<file path="src/rtl/pipeline_pkg.sv">
// rtl/pipeline_pkg.sv - shared constants and state encoding for the pixel pipeline front end
// Contents: COORD_W/FRAC_W coordinate format, SPI_FRAME_BITS frame length,
//           rx_state_t receiver states IDLE/SHIFT/DRAIN.
package pipeline_pkg;

    localparam int COORD_W        = 32;
    localparam int FRAC_W         = 28;
    localparam int SPI_FRAME_BITS = 2 * COORD_W;

    typedef enum logic [1:0] {
        IDLE  = 2'd0,
        SHIFT = 2'd1,
        DRAIN = 2'd2
    } rx_state_t;

endpackage

</file>
<file path="src/rtl/sync_edge_det.sv">
// rtl/sync_edge_det.sv - multi-flop synchroniser with rise/fall pulse detection
// Ports: clk, nrst (sync active-low), din (async input),
//        level (synchronised level), rise/fall (one-clk pulses on level change).
module sync_edge_det #(
    parameter int STAGES = 2
) (
    input  logic clk,
    input  logic nrst,
    input  logic din,
    output logic level,
    output logic rise,
    output logic fall
);

    logic [STAGES-1:0] chain;
    logic              hist;

    always_ff @(posedge clk) begin
        if (!nrst) begin
            chain <= '0;
            hist  <= 1'b0;
        end else begin
            chain <= {chain[STAGES-2:0], din};
            hist  <= chain[STAGES-1];
        end
    end

    assign level = chain[STAGES-1];
    assign rise  = level & ~hist;
    assign fall  = ~level & hist;

endmodule

</file>
<file path="src/rtl/spi_coord_rx.sv">
// rtl/spi_coord_rx.sv - SPI deserialiser producing one complex coordinate pair per frame
// Ports: clk, nrst (sync active-low); spi_clk/spi_en/spi_data (async SPI inputs);
//        out_ready (downstream accept); coord_re/coord_im (pair, raw Q4.28),
//        out_valid (pair held), overflow (sticky frame drop), busy (frame in progress).
module spi_coord_rx
    import pipeline_pkg::*;
#(
    parameter int WORD_W      = COORD_W,
    parameter int SYNC_STAGES = 2
) (
    input  logic              clk,
    input  logic              nrst,
    input  logic              spi_clk,
    input  logic              spi_en,
    input  logic              spi_data,
    input  logic              out_ready,
    output logic [WORD_W-1:0] coord_re,
    output logic [WORD_W-1:0] coord_im,
    output logic              out_valid,
    output logic              overflow,
    output logic              busy
);

    localparam int FRAME_BITS = 2 * WORD_W;
    localparam int CNT_W      = $clog2(FRAME_BITS + 1);
    localparam logic [CNT_W-1:0] LAST_BIT = CNT_W'(FRAME_BITS - 1);

    logic clk_rise;
    logic clk_level_unused;
    logic clk_fall_unused;
    logic en_level;
    logic en_rise;
    logic en_fall_unused;

    sync_edge_det #(.STAGES(SYNC_STAGES)) u_sync_clk (
        .clk   (clk),
        .nrst  (nrst),
        .din   (spi_clk),
        .level (clk_level_unused),
        .rise  (clk_rise),
        .fall  (clk_fall_unused)
    );

    sync_edge_det #(.STAGES(SYNC_STAGES)) u_sync_en (
        .clk   (clk),
        .nrst  (nrst),
        .din   (spi_en),
        .level (en_level),
        .rise  (en_rise),
        .fall  (en_fall_unused)
    );

    // Same depth as the spi_clk chain so the data bit is aligned with the detected rise.
    logic [SYNC_STAGES-1:0] data_chain;
    logic                   data_level;

    always_ff @(posedge clk) begin
        if (!nrst) begin
            data_chain <= '0;
        end else begin
            data_chain <= {data_chain[SYNC_STAGES-2:0], spi_data};
        end
    end

    assign data_level = data_chain[SYNC_STAGES-1];

    rx_state_t             state;
    logic [FRAME_BITS-1:0] sr;
    logic [CNT_W-1:0]      cnt;
    logic [FRAME_BITS-1:0] sr_next;

    assign sr_next = {sr[FRAME_BITS-2:0], data_level};

    always_ff @(posedge clk) begin
        if (!nrst) begin
            state     <= IDLE;
            sr        <= '0;
            cnt       <= '0;
            coord_re  <= '0;
            coord_im  <= '0;
            out_valid <= 1'b0;
            overflow  <= 1'b0;
            busy      <= 1'b0;
        end else begin
            // A handshake retires the pair; a commit below in the same cycle overrides this.
            if (out_valid && out_ready) begin
                out_valid <= 1'b0;
            end

            case (state)
                IDLE: begin
                    if (en_rise) begin
                        cnt   <= '0;
                        sr    <= '0;
                        state <= SHIFT;
                        busy  <= 1'b1;
                    end
                end

                SHIFT: begin
                    // The final bit wins over a simultaneous spi_en drop.
                    if (clk_rise && cnt == LAST_BIT) begin
                        sr    <= sr_next;
                        cnt   <= cnt + 1'b1;
                        state <= DRAIN;
                        busy  <= 1'b0;
                        if (!out_valid || out_ready) begin
                            coord_re  <= sr_next[FRAME_BITS-1:WORD_W];
                            coord_im  <= sr_next[WORD_W-1:0];
                            out_valid <= 1'b1;
                        end else begin
                            overflow <= 1'b1;
                        end
                    end else if (!en_level) begin
                        state <= IDLE;
                        busy  <= 1'b0;
                    end else if (clk_rise) begin
                        sr  <= sr_next;
                        cnt <= cnt + 1'b1;
                    end
                end

                DRAIN: begin
                    if (!en_level) begin
                        state <= IDLE;
                    end
                end

                default: begin
                    state <= IDLE;
                    busy  <= 1'b0;
                end
            endcase
        end
    end

endmodule
</file>
<file path="config.mk">
export PLATFORM = sky130hd
export DESIGN_NAME = spi_coord_rx
export DESIGN_NICKNAME = d
export VERILOG_FILES = /design/src/rtl/pipeline_pkg.sv /design/src/rtl/sync_edge_det.sv /design/src/rtl/spi_coord_rx.sv
export SDC_FILE = /design/constraint.sdc
export NUM_CORES = 1
export LEC_CHECK = 0
export CORE_MARGIN = 1.5
export CORE_UTILIZATION = 40
export DETAILED_ROUTE_END_ITERATION = 7
export PLACE_DENSITY = 0.58
export SLEW_MARGIN = 5
export SYNTH_ARGS = -nofsm -noshare
export SYNTH_HDL_FRONTEND = slang
export SYNTH_SLANG_ARGS = --single-unit
</file>
<file path="constraint.sdc">
create_clock -name clk -period 3.4 [get_ports clk]
set_clock_uncertainty 0.1 [all_clocks]
set_input_delay 0.68 -clock clk [delete_from_list [all_inputs] [get_ports clk]]
set_output_delay 0.68 -clock clk [all_outputs]
set_load 0.005 [all_outputs]
</file>
# Word level (Yosys, flattened, before mapping)
# Cells that the tools add are included.
# op_classes
add_sub_neg	1
eq_ne	7
n_mux	22
bitwise_logic	6
reduce_logical	10
# ops
operator	count
$mux W63	4
$pmux W63 S2	1
$mux W7	4
$pmux W7 S2	1
$reduce_and A3 Y1	3
$add A7 B1 Y7 const B	1
$eq A7 B6 Y1 const B	1
$mux W1	7
$mux W2	3
$ne A3 B3 Y1 const B	2
$pmux W2 S3	1
$not A1 Y1	4
$reduce_and A4 Y1	1
$ne A3 B2 Y1 const B	1
$pmux W1 S3	1
$and A1 B1 Y1	2
$eq A2 B1 Y1 const B	1
$eq A2 B2 Y1 const B	1
$logic_and A1 B1 Y1	2
$logic_not A2 Y1	1
$ne A2 B2 Y1 const B	1
$reduce_bool A2 Y1	1
$logic_not A1 Y1	1
$logic_or A1 B1 Y1	1
# word_totals
register_bits	147
inputBits	6
output_inout_bits	67
elab_cells	59

# Longest topological paths before layout
# Gate-level depths: netlist (run 1).
# depth
depth_word	6
ltp_mapped	7

# Hierarchy
# A second synthesis (run 1) with hierarchy kept.
# hier_totals
hier_cells	581
hier_area_um2	5331.4
# modules_own_cells
module	instances	cells_per_inst	area_per_inst_um2
spi_coord_rx	1	565	5148.7
sync_edge_det	2	8	91.3

# Worst setup path before layout (run 1)
# No wires, ideal clock.
# synth_timing
path_kind	register to register
from	reg cnt[0]
to	reg cnt[5]
setup_time_ns	0.119
arrival_time_ns	1.623
required_time_ns	3.181
path_slack_ns	1.558
path_stages_with_launch	7
period_less_slack_ns	1.842
path_cell_list	dfxtp_1 ha_1 and4b_1 a21oi_1 buf_2 nor4_1 o221a_2
# synth_via
elab_chain_cells	5
word_cells_on_any_way	10
cone_classes	add/sub: 1; eq/ne: 3; mux: 4; reduce/logical: 2
# synth_rtl
item	line_no	rtl
start, declared	spi_coord_rx.sv:69	logic [CNT_W-1:0] cnt;
start signal, assigned	spi_coord_rx.sv:104	cnt <= cnt + 1'b1;
start signal, assigned	spi_coord_rx.sv:119	cnt <= cnt + 1'b1;
$add A7 B1 Y7	spi_coord_rx.sv:104, spi_coord_rx.sv:119	
$mux W7	spi_coord_rx.sv:117	end else if (clk_rise) begin
$mux W7	spi_coord_rx.sv:114	end else if (!en_level) begin
$mux W7	spi_coord_rx.sv:102	if (clk_rise && cnt == LAST_BIT) begin
$pmux W7 S2	spi_coord_rx.sv:90	case (state)
# Several ways; a longest one is shown, not always the timed one. The select of a mux whose other input is x is not followed.
# A chain may end at the register's enable or synchronous reset.

# Worst setup path in the final report (run 1)
# layout_timing
from	reg u_sync_en.chain[1]
to	reg sr[17]
# layout_via
elab_chain_cells	3
word_cells_on_any_way	4
cone_classes	eq/ne: 2; bitwise: 1; reduce/logical: 1
# layout_rtl
item	line_no	rtl
start, declared	sync_edge_det.sv:15	logic [STAGES-1:0] chain;
start signal, assigned	sync_edge_det.sv:23	chain <= {chain[STAGES-2:0], din};
$and A1 B1 Y1	sync_edge_det.sv:29	assign rise = level & ~hist;
$ne A2 B2 Y1 (no source line)	-	
$reduce_and A4 Y1 (no source line) (*)	-	
end signal, assigned	spi_coord_rx.sv:103	sr <= sr_next;
end signal, assigned	spi_coord_rx.sv:118	sr <= sr_next;
end, declared	spi_coord_rx.sv:68	logic [FRAME_BITS-1:0] sr;
# Every way passes the cells marked *; elsewhere a longest branch is shown, timed or not.

==> reports/metrics.csv, run 1 <==
stage;metric;value;unit
die;die height;122;um
clocking;CTS sink count;147;
drt;DR pass1 iterations;4;
clocking;CTS tree;done;
global_route;first-pass GRT wire length;20.8;mm
drt;total wire length;12.4;mm
critical_path;CP Cell Sequence;nor3b_1 -> o21ba_2 -> buf_4 -> nand4_1 -> a21oi_1;
drt;initial DRC count;259;
finish;most common cell after layout, fill and taps aside;dfxtp_1;
worst_hold_path;worst hold start;data_chain[0]$_SDFF_PN0_;
synthesis;Synth Cell Area;0.00565;mm^2
sta;fin crit period;2300;ps
global_route;GR Util All Layers;17.5;%
worst_hold_path;Hold Crit Class;register to register;
synthesis;#FFs+latches synth;147;
synthesis;Syn Area/Cell;9.52;um^2
clocking;post-CTS sizing;0;
critical_path;Worst Setup SP;u_sync_en.chain[1]$_SDFF_PN0_;
place;input/output buffers;72;
pwr;overall power;0.00394;W
clocking;CTS max path bufs;2;
drt;Vias per Instance;5.46;
sta;setup TNS;0;ps
synthesis;number of synthesized flops with an enable pin;0;
global_route;initial antenna violation count;0;
critical_path;Top Family by Delay on Critical Path;compound AO/OA/AOI/OAI gates;
place;HPWL after DPL;7.57;mm
clocking;CTS Hold Buffers Added;0;
clocking;CTS H-tree lvls;4;
critical_path;CP endpoint kind;register;
sta;period utilization;67.7;%
finish;fin nets;648;
critical_path;biggest cell delay along the critical path;530;ps
sta;RSZ-0062 raised after global routing;false;
synthesis;Syn Nets;601;
pwr;worst IR drop on VDD;0.000289;V
clocking;CTS Buf Count;17;
die;Starting Density;40.9;%
clocking;clk slew on worst S/H paths;60;ps
pwr;Leak;2.27;nW
synthesis;cell count after synthesis;594;
global_route;vias in the first global route;4279;
critical_path;Worst Path Required;3640;ps
run_status;run status;finished clean;
finish;Area growth syn-to-layout;25.7;%
critical_path;WP depth;5;
drt;routed via count;4547;
drt;routed len/inst;14.9;um
critical_path;slowest CP cell;o21ba_2;
worst_hold_path;hold depth;1;
global_route;largest net degree at the start of global routing;61;
synthesis;post-synthesis sequential area ratio;52.0;%
die;Die ar.;0.0149;mm^2
die;Die Span X;122;um
critical_path;worst endpoint data arrival time;2540;ps
critical_path;RR Startpoint;u_sync_en.chain[1]$_SDFF_PN0_;
pwr;P per Cell Area;555;mW/mm^2
sta;Slew @ Worst Pin;1020;ps
drt;remaining antenna violation count;0;
synthesis;top_reg_cell synth;dfxtp_1;
finish;share of layout cells above drive strength 1;8.73;%
synthesis;Synth async-reset ratio;0;%
drt;Post-route DRC;0;
critical_path;startpoint types;register;
clocking;CTS Root Cell;clkbuf_16;
sta;relative slew slack;32.1;%
die;Top-Level Pins;73;
synthesis;Distinct cells, synth;40;
die;core area;0.0138;mm^2
critical_path;Crit Path Category;register to register;
sta;Final Slew Violations;0;
finish;leading cell types in the layout, fill and taps excluded;dfxtp_1 (147), clkdlybuf4s50_1 (72), a21oi_1 (69);
critical_path;Worst R2R Path Depth;5;
clocking;Setup Fix Bufs, Post-CTS;0;
clocking;worst skew pair latency;420;ps
synthesis;Synth warnings;0;
job;Max-cap violations;0;
sta;Peak Freq;0.435;GHz
global_route;grt ovf;0;
sta;Fin. Hold Viols;0;
finish;number of diodes;0;
finish;Final Util;51.4;%
critical_path;crit path max fanout;24;
place;GPL Wtd Cong;0.732;
critical_path;WP buf/inv;1;
die;Rows;43;
sta;Final setup viols;0;
## layout make-up
| class | instances | area, um^2 |
|---|---|---|
| sequential | 147 | 2940 |
| fill | 1258 | 6720 |
| clock buffer | 23 | 508 |
| clock inverter | 8 | 170 |
| inverter | 3 | 13.8 |
| tap | 180 | 225 |
| timing repair buffer | 87 | 858 |
| multi-input combinational | 385 | 2390 |
## flip-flops by register name (all words and copies together) (netlist names), 2 cells and up
signal,count
sr,63
coord_im,32
coord_re,32
cnt,7
data_chain,2
state,2
u_sync_clk.chain,2
u_sync_en.chain,2
## metrics by stage
step	setup WS, ps	hold WS (ps)	instance area [um^2]	cells
6_report	1100	333	7110	833
4_1_cts	1080	333	7110	833
3_5_place_dp	814	320	6430	802
3_3_place_gp	867	314	6430	802
2_1_floorplan	1560	312	5650	594
5_1_grt	915	339	7110	833
## path summary, 6_finish.rpt
kind                                                  to  slack (ps)
worst max-delay path                 sr[17]$_SDFFE_PN0P_        1100
worst min-delay path            data_chain[1]$_SDFF_PN0_         330
worst max register to register       sr[17]$_SDFFE_PN0P_        1100
worst min register to register  data_chain[1]$_SDFF_PN0_         330
## synth_stat cells (6+ instances only)
| cell type | instances | area [um^2] |
|---|---|---|
| a21oi_1 | 70 | 350 |
| and2_1 | 8 | 50.1 |
| dfxtp_1 | 147 | 2940 |
| o21ai_0 | 48 | 240 |
| nor2_1 | 67 | 251 |
| buf_2 | 10 | 50.1 |
| buf_12 | 6 | 120 |
| clkbuf_1 | 40 | 150 |
| nand4_1 | 64 | 400 |
| nand2_1 | 8 | 30.0 |
| mux2i_1 | 64 | 641 |
| o21ai_1 | 20 | 100 |
## power breakdown
group	internal (W)	switching (W)	total, W
combinational	0.0000232	0.0000785	0.000102
clock	0.00142	0.000693	0.00211
sequential	0.00173	0.00000355	0.00173
total	0.00317	0.000775	0.00394
## metal layers
metal / global-route usage [%] / share of wire (%) / vias up
met5: 0 / 0 / -
met4: 6.84 / 1.2 / 0
met3: 4.92 / 5.0 / 13
met2: 27.5 / 47 / 122
met1: 22.8 / 47 / 2180
li1: - / - / 2232
## cell families after synthesis
group,Yosys count,share of synthesized area [%]
AO/OA/AOI/OAI,150,14.1
multiplexers,64,11.3
adder cells (fa/ha/maj),1,0.221
buffers and inverters,62,6.26
AND/OR/NAND/NOR,170,16.1
flip-flops,147,52.0
(Power assumes the default switching activity.)
==> run 2: changes to the inputs <==
Clock period 3.4 ns to 2.2 ns, I/O delays scaled along.
==> run 2 against run 1 <==
Against the previous run: non-clock buffer count grew 10; count of clock-buffer cells in the layout is 1 lower; fmax is 12% higher; clock power up 27%; final cell count grew 1.2%; die area unchanged; largest cell class unchanged.
==> reports/metrics.csv, run 2 (synthesis gave the netlist of run 1 again) <==
stage;metric;value;unit;change
critical_path;biggest cell delay along the critical path;370;ps;-160 ps
pwr;Comb power frac;3.3;%;+0.7 points
die;Die ar.;0.0149;mm^2;unchanged
worst_hold_path;hold depth;1;;unchanged
place;pre-CTS WS;-29.0;ps;-843 ps
run_status;run status;finished clean;;
critical_path;CP endpoint kind;register;;
sta;fin crit period;2050;ps;-250 ps
sta;RSZ-0062 raised after global routing;false;;
critical_path;CP Cell Sequence;ha_1 -> nand4b_1 -> nor4b_4 -> buf_4 -> buf_12 -> mux2i_1 -> nor2_1;;
critical_path;Top Family by Delay on Critical Path;simple AND/OR/NAND/NOR gates;;
sta;Final Slew Violations;0;;unchanged
sta;worst hold slack;330;ps;-2.49 ps
sta;relative slew slack;48.1;%;+16 points
drt;Post-route DRC;0;;unchanged
place;placed inst area;0.00663;mm^2;+3.2%
sta;Peak Freq;0.488;GHz;+12%
critical_path;WP buf/inv;2;;+1
finish;share of layout cells above drive strength 1;9.80;%;+1.1 points
critical_path;slowest CP cell;dfxtp_1;;
clocking;CTS Hold Buffers Added;0;;unchanged
clocking;CTS H-tree lvls;4;;unchanged
pwr;worst IR drop on VDD;0.000534;V;+85%
die;die height;122;um;unchanged
finish;Largest regs;sr: 63 flops, coord_im: 32 flops, coord_re: 32 flops;;
global_route;grt ovf;0;;unchanged
clocking;CTS tree;done;;
die;Die Span X;122;um;unchanged
global_route;vias in the first global route;4310;;+0.72%
global_route;GR Util All Layers;17.3;%;-0.22 points
finish;Area growth syn-to-layout;27.3;%;
pwr;Switching Share;21.4;%;+1.8 points
finish;Biggest register;sr;;
pwr;P per Cell Area;770;mW/mm^2;+39%
sta;period utilization;93.2;%;+26 points
clocking;CTS Buf Count;17;;unchanged
die;core area;0.0138;mm^2;unchanged
clocking;Setup Fix Bufs, Post-CTS;0;;unchanged
drt;initial DRC count;369;;+42%
pwr;Leak;2.30;nW;+1.3%
pwr;Clock power frac;48.4;%;-5.1 points
job;Max-cap violations;0;;unchanged
sta;Fin. Hold Viols;0;;unchanged
finish;leading cell types in the layout, fill and taps excluded;dfxtp_1 (147), clkdlybuf4s50_1 (72), a21oi_1 (69);;
global_route;initial antenna violation count;0;;unchanged
critical_path;startpoint types;register;;
clocking;CTS max path bufs;2;;unchanged
global_route;first-pass GRT wire length;20.4;mm;-1.5%
clocking;worst skew pair latency;420;ps;about the same
pwr;Cell Int Power;0.00436;W;+38%
drt;remaining antenna violation count;0;;unchanged
die;Starting Density;40.9;%;unchanged
clocking;clk slew on worst S/H paths;60;ps;about the same
die;Rows;43;;unchanged
critical_path;worst endpoint data arrival time;2260;ps;-280 ps
pwr;Sw Pwr;0.00119;W;+53%
drt;routed via count;4570;;+0.51%
place;input/output buffers;72;;unchanged
pwr;power share of the sequential group;48.2;%;+4.3 points
clocking;post-CTS sizing;0;;unchanged
critical_path;Crit Path Category;register to register;;
finish;most common cell after layout, fill and taps aside;dfxtp_1;;
finish;fin nets;658;;+1.5%
clocking;CTS Root Cell;clkbuf_16;;
global_route;largest net degree at the start of global routing;39;;-36%
critical_path;WP depth;7;;+2
critical_path;Worst Path Required;2410;ps;-1230 ps
finish;final instance area;0.00720;mm^2;+1.3%
drt;routed len/inst;14.6;um;-2.4%
sta;Final setup viols;0;;unchanged
die;Top-Level Pins;73;;unchanged
clocking;CTS sink count;147;;unchanged
sta;setup slack after layout;149;ps;-950 ps
critical_path;crit path max fanout;17;;-29%
finish;max reg flops;63;;unchanged
place;GPL Wtd Cong;0.742;;+1.3%
drt;total wire length;12.3;mm;-1.3%
critical_path;Worst R2R Path Depth;7;;+2
finish;number of diodes;0;;unchanged
worst_hold_path;Hold Crit Class;register to register;;
place;HPWL after DPL;7.80;mm;+3.0%
drt;DR pass1 iterations;5;;+1
sta;Slew @ Worst Pin;777;ps;-238 ps
drt;Vias per Instance;5.42;;-0.69%
-- run 2: per-stage QoR --
| stage | utilization (%) | TNS (ps) | total power (W) | instances |
|---|---|---|---|---|
| floorplan | - | 0 | 0.00284 | 594 |
| global placement | 48.0 | -6.21 | 0.00292 | 811 |
| detailed placement | 48.0 | -356 | 0.00292 | 811 |
| CTS | 52.0 | 0 | 0.00562 | 842 |
| global route | 52.0 | 0 | 0.00574 | 843 |
| finish | 52.0 | 0 | 0.00554 | 843 |
-- run 2: area by class of cell --
type | count | area (um^2)
fillers | 1252 | 6630
flip-flops and latches | 147 | 2940
multi-input cells | 385 | 2390
repair buffers | 97 | 1070
clock buffers | 22 | 474
well taps | 180 | 225
clock inverters | 9 | 81.3
inverters | 3 | 13.8
-- run 2: power by group through the flow --
stage	Combinational, W	Sequential (W)	Clock [W]
6_report	0.000184	0.00267	0.00269
5_1_grt	0.000199	0.00267	0.00287
4_1_cts	0.000185	0.00267	0.00276
3_5_place_dp	0.000184	0.00273	0
3_3_place_gp	0.000183	0.00273	0
2_1_floorplan	0.000105	0.00273	0
-- run 2: per-layer routing --
| layer | global-route usage, % | wire length (um) |
|---|---|---|
| met1 | 21.6 | 5620 |
| met3 | 5.71 | 682 |
| met2 | 27.8 | 5850 |
| met5 | 0 | 0 |
| met4 | 6.40 | 118 |
-- run 2: final timing paths --
| path | from | slack, ps | end |
|---|---|---|---|
| worst max register to register | cnt[0]$_SDFFE_PN0P_ | 150 | coord_re[19]$_SDFFE_PN0P_ |
| worst max-delay path | cnt[0]$_SDFFE_PN0P_ | 150 | coord_re[19]$_SDFFE_PN0P_ |
| worst min register to register | u_sync_clk.chain[0]$_SDFF_PN0_ | 330 | u_sync_clk.chain[1]$_SDFF_PN0_ |
| worst min-delay path | u_sync_clk.chain[0]$_SDFF_PN0_ | 330 | u_sync_clk.chain[1]$_SDFF_PN0_ |
